File: src/rtl/data_mem_bridge.sv
// data_mem_bridge: MEM-stage load/store unit bridging the core's memory
// port to a word-wide valid/ready bus with byte strobes.
//
// Ports:
//   clock, reset          clock; synchronous active-low reset
//   core_address          byte address of the access
//   core_write_data       store data (low byte/half/word used)
//   core_read_enable      load request
//   core_write_enable     store request
//   core_format           RISC-V funct3 (size / signedness)
//   core_read_data        extended load result, valid in DONE
//   stall                 hold the pipeline (combinational)
//   access_fault          DONE-cycle pulse for rejected/timed-out access
//   bus_valid/bus_ready   request handshake
//   bus_address           word-aligned address
//   bus_write             1 = write, 0 = read
//   bus_write_data        store data replicated into byte lanes
//   bus_byte_enable       write strobes, zero for reads
//   bus_response_valid    read data valid
//   bus_read_data         read word
module data_mem_bridge #(
    parameter int unsigned TIMEOUT_CYCLES = 255
) (
    input  logic        clock,
    input  logic        reset,
    input  logic [31:0] core_address,
    input  logic [31:0] core_write_data,
    input  logic        core_read_enable,
    input  logic        core_write_enable,
    input  logic [2:0]  core_format,
    output logic [31:0] core_read_data,
    output logic        stall,
    output logic        access_fault,
    output logic        bus_valid,
    input  logic        bus_ready,
    output logic [31:0] bus_address,
    output logic        bus_write,
    output logic [31:0] bus_write_data,
    output logic [3:0]  bus_byte_enable,
    input  logic        bus_response_valid,
    input  logic [31:0] bus_read_data
);

    localparam logic [1:0] S_IDLE = 2'd0;
    localparam logic [1:0] S_REQ  = 2'd1;
    localparam logic [1:0] S_WAIT = 2'd2;
    localparam logic [1:0] S_DONE = 2'd3;

    localparam bit          TMO_ON   = (TIMEOUT_CYCLES != 0);
    localparam logic [31:0] TMO_LAST = TIMEOUT_CYCLES - 1;

    logic [1:0]  state;
    logic [31:0] wait_cnt;
    logic [1:0]  off_q;
    logic [2:0]  fmt_q;
    logic [31:0] rdata_q;
    logic        fault_q;

    logic        request;
    logic        fmt_b;
    logic        fmt_h;
    logic        fmt_w;
    logic        legal;
    logic [31:0] st_data;
    logic [3:0]  st_be;
    logic [31:0] shifted;
    logic        q_b;
    logic        q_h;
    logic        sx;
    logic [31:0] load_ext;

    assign request = core_read_enable | core_write_enable;
    assign fmt_b   = (core_format[1:0] == 2'b00);
    assign fmt_h   = (core_format[1:0] == 2'b01);
    assign fmt_w   = (core_format[1:0] == 2'b10);

    // Bit 2 of funct3 is the unsigned flag: meaningless for LW and
    // for every store, so it makes those encodings illegal.
    always_comb begin
        legal = 1'b0;
        unique case (1'b1)
            fmt_b: legal = !(core_write_enable && core_format[2]);
            fmt_h: legal = !core_address[0]
                           && !(core_write_enable && core_format[2]);
            fmt_w: legal = (core_address[1:0] == 2'b00)
                           && !core_format[2];
            default: legal = 1'b0;
        endcase
    end

    always_comb begin
        st_data = core_write_data;
        st_be   = 4'b1111;
        unique case (1'b1)
            fmt_b: begin
                st_data = {4{core_write_data[7:0]}};
                st_be   = 4'b0001 << core_address[1:0];
            end
            fmt_h: begin
                st_data = {2{core_write_data[15:0]}};
                st_be   = 4'b0011 << core_address[1:0];
            end
            default: begin
                st_data = core_write_data;
                st_be   = 4'b1111;
            end
        endcase
    end

    assign shifted = bus_read_data >> {off_q, 3'b000};
    assign q_b     = (fmt_q[1:0] == 2'b00);
    assign q_h     = (fmt_q[1:0] == 2'b01);
    assign sx      = !fmt_q[2];

    always_comb begin
        load_ext = shifted;
        unique case (1'b1)
            q_b: load_ext = {{24{sx & shifted[7]}}, shifted[7:0]};
            q_h: load_ext = {{16{sx & shifted[15]}}, shifted[15:0]};
            default: load_ext = shifted;
        endcase
    end

    always_comb begin
        stall = 1'b0;
        unique case (state)
            S_IDLE: stall = request;
            S_REQ:  stall = 1'b1;
            S_WAIT: stall = 1'b1;
            default: stall = 1'b0;
        endcase
    end

    assign bus_valid      = (state == S_REQ);
    assign core_read_data = rdata_q;
    assign access_fault   = fault_q;

    always_ff @(posedge clock) begin
        if (!reset) begin
            state           <= S_IDLE;
            wait_cnt        <= '0;
            off_q           <= '0;
            fmt_q           <= '0;
            rdata_q         <= '0;
            fault_q         <= 1'b0;
            bus_address     <= '0;
            bus_write       <= 1'b0;
            bus_write_data  <= '0;
            bus_byte_enable <= '0;
        end else begin
            fault_q <= 1'b0;
            unique case (state)
                S_IDLE: begin
                    if (request) begin
                        off_q    <= core_address[1:0];
                        fmt_q    <= core_format;
                        wait_cnt <= '0;
                        rdata_q  <= '0;
                        if (legal) begin
                            bus_address    <= {core_address[31:2],
                                               2'b00};
                            bus_write      <= core_write_enable;
                            bus_write_data <= st_data;
                            bus_byte_enable <= core_write_enable
                                               ? st_be : 4'b0000;
                            state          <= S_REQ;
                        end else begin
                            fault_q <= 1'b1;
                            state   <= S_DONE;
                        end
                    end
                end
                S_REQ: begin
                    if (bus_ready)
                        state <= bus_write ? S_DONE : S_WAIT;
                end
                S_WAIT: begin
                    if (bus_response_valid) begin
                        rdata_q <= load_ext;
                        state   <= S_DONE;
                    end else if (TMO_ON && wait_cnt == TMO_LAST) begin
                        fault_q <= 1'b1;
                        rdata_q <= '0;
                        state   <= S_DONE;
                    end else begin
                        wait_cnt <= wait_cnt + 32'd1;
                    end
                end
                S_DONE: state <= S_IDLE;
                default: state <= S_IDLE;
            endcase
        end
    end

endmodule

File: config.mk
export PLATFORM = sky130hd
export DESIGN_NAME = data_mem_bridge
export DESIGN_NICKNAME = d
export VERILOG_FILES = /design/src/rtl/data_mem_bridge.sv
export SDC_FILE = /design/constraint.sdc
export NUM_CORES = 1
export LEC_CHECK = 0
export ABC_AREA = 1
export CAP_MARGIN = 5
export CORE_MARGIN = 1.5
export CORE_UTILIZATION = 40
export CTS_BUF_LIST = sky130_fd_sc_hd__clkbuf_2 sky130_fd_sc_hd__clkbuf_4 sky130_fd_sc_hd__clkbuf_8
export DETAILED_ROUTE_END_ITERATION = 10
export GPL_TIMING_DRIVEN = 0
export PLACE_DENSITY = 0.68
export SYNTH_ARGS = -nofsm -noshare
export SYNTH_HDL_FRONTEND = slang
export SYNTH_SLANG_ARGS = --single-unit
File: constraint.sdc
create_clock -name clock -period 4 [get_ports clock]
set_input_delay 0.8 -clock clock [delete_from_list [all_inputs] [get_ports clock]]
set_output_delay 0.8 -clock clock [all_outputs]
set_load 0.05 [all_outputs]
==> results.md, run 1 <==
* Status: completed
* H-tree depth at 4
* Routed vias/inst at 5.09
* PD cells at 643 nW/um^2
* Post_cts resized at 0
* Clock share of power at 0.169
* Setup TNS at 0 ns
* Post-synthesis sequential area ratio at 0.363
* Core Util, Final at 0.553
* Nets at 1556
* CTS max path bufs at 2
* Hpwl dp at 20400 um
* YS warnings at 0
* Total grt overflow at 0
* Most frequent cells in the layout: nand2_1 (386), clkdlybuf4s50_1 (203), nor2_1 (191)
* Setup Fix Bufs, Post-CTS at 0
* Fin. Hold Viols at 0
* Final setup fails at 0
* RSZ-0062 raised after global routing: no
* CTS Buf Count at 17
* Clk root buf: clkbuf_8
* CTS hold repair buffers at 0
* Slew HR at 0.540
* Switching Power at 3.29 mW
* Layout cells sized above 1 at 0.0823
* Area share of the largest cell type after synthesis at 0.363
* Dpl cell area at 10000 sq um
* Die area at 20000 sq um
* Crit path DAT at 2.97 ns
* Drt drc at 0
* Skew-Pair Late Insertion Delay at 0.46 ns
* Sequential Power Share at 0.276
* DP Cell Count at 1660
* CTS tree: yes
* Area growth, synth to finish at 35.3%
* Most common cell after layout, fill and taps aside: nand2_1
* Hold Path Class: reg2reg
* FP Rows at 50
* Pleak at 4.07 nW
* Initial DRC Count at 736
* Avg Inst Size Synth at 6.28 sq um
* Post-synthesis cell type count at 32
* IO Port Bufs at 203
* Slew @ Worst Pin at 0.689 ns
* Die W at 141 um
* Hold slack final at 0.465 ns
* Setup Skew at 0.0170 ns
* CP Launch Type: primary input
* Minimum clock period after layout at 3.77 ns
* Tot GR Track Use at 0.262
* WP data required at 3.20 ns
* F_max at 266 MHz
* CP Capture Type: primary output
* # Max-Cap Violations at 0
* Overall Power at 6.67 mW
* FF+latch count, synth at 139
* Remaining antenna violation count at 0
* Total length of routed wires at 26100 um
* Largest net degree at the start of global routing at 17
* Switching Share at 0.493
* CTS Sinks at 139
* Setup CP Type: in2out
* Synth area leaders: dfxtp_1 (36%), nand2_1 (19%), nor2_1 (9.3%)
* VDD IR max at 0.328 mV
* Mapped Area at 7670 sq um
* Vias in the first global route at 7812
* Clock transition at the registers of the reported paths at 0.08 ns
* Final worst path period share at 0.941
* First-pass GRT wire length at 41200 um
* RD Place Congestion at 0.935
* Non-Filler Instances at 1692
* Hold Path Depth at 2
* Die Ht at 141 um
* Comb power frac at 0.555
* Pre-CTS setup slack at 0.217 ns
* CORE AREA at 18800 sq um
* IO Pins at 209
* Final worst slack at 0.234 ns
* Yosys top cell by area: dfxtp_1
* Starting density of the core at 0.409
* # diodes at 0
* Max-slew violations at 0
* Fill cell count at 1951
* Pint at 3.38 mW
* Total number of vias at 8609
* Synth Instances at 1222
* Post-route cell area at 10400 sq um
* Worst-path fanout max at 10
* 1st-pass router iterations at 5
* Initial antenna violation count at 0
* Reg2reg path depth at 9
* Per-cell routed wire length at 15.4 um
-- cell usage after synthesis --
| cell | number |
|---|---|
| inv_1 | 74 |
| nand2_4 | 3 |
| and2_1 | 4 |
| buf_6 | 5 |
| nand2_1 | 386 |
| o211ai_1 | 6 |
| nand3_2 | 3 |
| inv_2 | 3 |
| conb_1 | 1 |
| or2_2 | 3 |
| nor2_4 | 3 |
| nor2_2 | 21 |
| ha_1 | 6 |
| nand4_1 | 9 |
| o21ai_1 | 2 |
| dfxtp_1 | 139 |
| clkinv_4 | 1 |
| buf_4 | 4 |
| o21ai_0 | 66 |
| a21oi_1 | 102 |
| xor2_1 | 7 |
| nand2_2 | 3 |
| buf_2 | 24 |
| nor2_1 | 191 |
| nand3_4 | 2 |
| a21oi_2 | 13 |
| nand3_1 | 83 |
| a31oi_1 | 16 |
| nor3_1 | 5 |
| a22oi_1 | 1 |
| buf_1 | 4 |
| clkbuf_1 | 32 |
-- area by class of cell --
class	count	area, sq um	area share
multi-input combinational	937	4250	0.410
tap	234	293	0.0282
sequential	139	2780	0.268
timing repair buffer	203	2030	0.196
clock buffer	20	263	0.0253
clock inverter	12	116	0.0112
inverter	78	298	0.0287
buffer	69	342	0.0329
-- power by group through the flow --
| stage | logic (mW) | clock network, mW | registers, mW |
|---|---|---|---|
| after global routing | 4.00 | 1.21 | 1.87 |
| after global placement | 3.68 | 0 | 1.86 |
| final | 3.70 | 1.13 | 1.84 |
| after CTS | 3.70 | 1.15 | 1.84 |
| after floorplan | 1.68 | 0 | 2.71 |
| after detailed placement | 3.68 | 0 | 1.87 |
-- final timing paths --
check / from / to / slack (ns)
worst max-delay path: core_read_enable / stall / 0.23
worst min register to register: bus_address[24]$_SDFFE_PN0P_ / bus_address[24]$_SDFFE_PN0P_ / 0.47
worst min-delay path: bus_address[24]$_SDFFE_PN0P_ / bus_address[24]$_SDFFE_PN0P_ / 0.47
worst max register to register: state[0]$_SDFFE_PN0P_ / wait_cnt[30]$_SDFFE_PN0P_ / 1.78
-- cell families after synthesis --
| group | count (synthesis) | share of synthesized area |
|---|---|---|
| buffers and inverters | 147 | 0.0834 |
| other | 1 | 0.000489 |
| DFF | 139 | 0.363 |
| xor gates and xnor gates | 7 | 0.00799 |
| AOI/OAI and AO/OA | 206 | 0.146 |
| adders and majority gates | 6 | 0.00979 |
| and+or+nand+nor | 716 | 0.390 |
-- registers in the layout, indices dropped and copies added, names as in the netlist, 2 cells and up --
register	cells
bus_write_data	32
fmt_q	3
bus_address	30
core_read_data	32
state	2
off_q	2
bus_byte_enable	4
wait_cnt	32
-- routing by layer --
metal,part of all wire,vias to the layer above,wire length [um],GRT usage
met3,0.079,36,2070,0.0756
met5,0,-,0,0
met4,0.019,0,498,0.0852
met2,0.46,303,12000,0.428
met1,0.44,3925,11500,0.334
li1,-,4345,-,-
-- critical path: stages --
cell and delay (ns):
clkdlybuf4s50_1 0.53, nor2_1 0.12, nor2_4 0.20, inv_1 0.14
a21oi_1 0.30, clkdlybuf4s50_1 0.87
Power figures use the tool's default switching activity.
==> run 2, diff against run 1 <==
--- a/config.mk
+++ b/config.mk
@@ -13,6 +13,7 @@
 export DETAILED_ROUTE_END_ITERATION = 10
 export GPL_TIMING_DRIVEN = 0
 export PLACE_DENSITY = 0.68
+export SETUP_SLACK_MARGIN = 0.15
 export SYNTH_ARGS = -nofsm -noshare
 export SYNTH_HDL_FRONTEND = slang
 export SYNTH_SLANG_ARGS = --single-unit
==> constraint.sdc (replaced) <==
create_clock -name clock -period 4 [get_ports clock]
set_input_delay 0.6 -clock clock [delete_from_list [all_inputs] [get_ports clock]]
set_output_delay 0.6 -clock clock [all_outputs]
set_load 0.05 [all_outputs]
==> results of run 2 <==
Same layout as run 1 (identical final DEF). Status: completed.
Among the figures that moved: setup slack after placement 0.217 ns -> 0.617 ns; setup slack after layout 0.234 ns -> 0.594 ns; start point of the critical path core_read_enable -> state[0]$_SDFFE_PN0P_
==> run 3, diff against run 2 <==
--- a/config.mk
+++ b/config.mk
@@ -7,7 +7,6 @@
 export LEC_CHECK = 0
 export ABC_AREA = 1
 export CAP_MARGIN = 5
-export CORE_MARGIN = 1.5
 export CORE_UTILIZATION = 40
 export CTS_BUF_LIST = sky130_fd_sc_hd__clkbuf_2 sky130_fd_sc_hd__clkbuf_4 sky130_fd_sc_hd__clkbuf_8
 export DETAILED_ROUTE_END_ITERATION = 10
==> results.md, run 3 (synthesis gave the netlist of run 1 again) <==
* Skew-Pair Late Insertion Delay at 0.46 ns
* 1st-pass router iterations at 5
* Slew @ Worst Pin at 0.674 ns
* Most common cell after layout, fill and taps aside: nand2_1
* Most frequent cells in the layout: nand2_1 (386), clkdlybuf4s50_1 (203), nor2_1 (191)
* CTS Buf Count at 17
* Setup Fix Bufs, Post-CTS at 0
* Nets at 1556
* CTS hold repair buffers at 0
* Worst-path fanout max at 10
* Die Ht at 140 um
* CTS Sinks at 139
* Post_cts resized at 0
* Die area at 19700 sq um
* WP data required at 3.40 ns
* First-pass GRT wire length at 41300 um
* Crit path DAT at 2.80 ns
* Vias in the first global route at 8087
* Setup TNS at 0 ns
* H-tree depth at 4
* Status: completed
* RSZ-0062 raised after global routing: no
* CP Capture Type: primary output
* CTS tree: yes
* CORE AREA at 18800 sq um
* Drt drc at 0
* Fin. Hold Viols at 0
* Largest net degree at the start of global routing at 17
* CTS max path bufs at 2
* Hpwl dp at 20200 um
* Hold slack final at 0.467 ns
* # Max-Cap Violations at 0
* Initial DRC Count at 586
* RD Place Congestion at 0.955
* Max-slew violations at 0
* Die W at 140 um
* Starting density of the core at 0.409
* Routed vias/inst at 5.04
* Layout cells sized above 1 at 0.0823
* Final worst path period share at 0.850
* Dpl cell area at 10000 sq um
* PD cells at 643 nW/um^2
* Total grt overflow at 0
* Clock transition at the registers of the reported paths at 0.09 ns
* Hold Path Origin: bus_address[12]$_SDFFE_PN0P_
* F_max at 294 MHz
* Setup crit start: state[0]$_SDFFE_PN0P_
* Setup CP Type: reg2out
* Tot GR Track Use at 0.266
* Slew HR at 0.551
* Pleak at 4.06 nW
* Post-route cell area at 10400 sq um
* Non-Filler Instances at 1693
* FP Rows at 50
* Hold Path Class: reg2reg
* Initial antenna violation count at 1
* Minimum clock period after layout at 3.40 ns
* DP Cell Count at 1660
* VDD IR max at 0.261 mV
* Remaining antenna violation count at 0
* Final setup fails at 0
* Setup Skew at 0.0190 ns
* IO Pins at 209
* Total number of vias at 8535
* CP Launch Type: register
* Area growth, synth to finish at 35.4%
* Total length of routed wires at 26000 um
* Clk root buf: clkbuf_8
* IO Port Bufs at 203
* Per-cell routed wire length at 15.3 um
* Worst R2R Start: state[0]$_SDFFE_PN0P_
-- run 3: cell types whose count changed in the layout (fill, tap and decap cells not counted) --
cell | previous run | this run
clkinv_4 | 6 | 4
clkinvlp_4 | 2 | 4
inv_6 | 2 | 5
diode_2 | 0 | 1
clkinv_2 | 2 | 1
clkbuf_4 | 2 | 0
-- run 3: worst paths after layout --
check	endpoint	slack [ns]	depth (start not counted)
hold reg to reg	bus_address[12]$_SDFFE_PN0P_	0.47	2
setup / recovery	stall	0.60	7
hold / removal	bus_address[12]$_SDFFE_PN0P_	0.47	2
setup reg to reg	wait_cnt[30]$_SDFFE_PN0P_	1.75	9
-- run 3: cell type report --
| class | instances | area, sq um |
|---|---|---|
| tap | 234 | 293 |
| multi-input combinational | 937 | 4250 |
| buffer | 69 | 342 |
| clock inverter | 14 | 135 |
| timing repair buffer | 203 | 2030 |
| antenna | 1 | 2.50 |
| fill | 1920 | 8390 |
| clock buffer | 18 | 248 |
| sequential | 139 | 2780 |
| inverter | 78 | 298 |
-- run 3: metrics by stage --
| step | power (mW) | setup slack, ns | utilization |
|---|---|---|---|
| after global placement | 5.54 | 0.659 | 0.533 |
| after detailed placement | 5.55 | 0.686 | 0.533 |
| after CTS | 6.69 | 0.580 | 0.553 |
| after floorplan | 4.40 | 1.61 | - |
| after global routing | 7.09 | 0.446 | 0.553 |
| final | 6.67 | 0.599 | 0.553 |
-- run 3: worst max-delay path, cell delays in order (launching register included) --
cell	delay [ns]
dfxtp_1	0.37
inv_1	0.10
ha_1	0.26
inv_1	0.12
nor2_4	0.23
inv_1	0.14
a21oi_1	0.28
clkdlybuf4s50_1	0.87
-- run 3: per-layer routing --
metal  vias to the layer above  GRT usage  share of wire
li1                       4343          -              -
met1                      3846      0.340           0.44
met2                       299      0.425           0.45
met3                        47     0.0752          0.084
met4                         0      0.101          0.024
met5                         -          0              0
-- run 3: where the power goes --
part | total [mW] | internal, mW | switching, mW
registers | 1.84 | 1.67 | 0.173
logic | 3.70 | 1.18 | 2.52
clock network | 1.13 | 0.518 | 0.613
total | 6.67 | 3.37 | 3.30
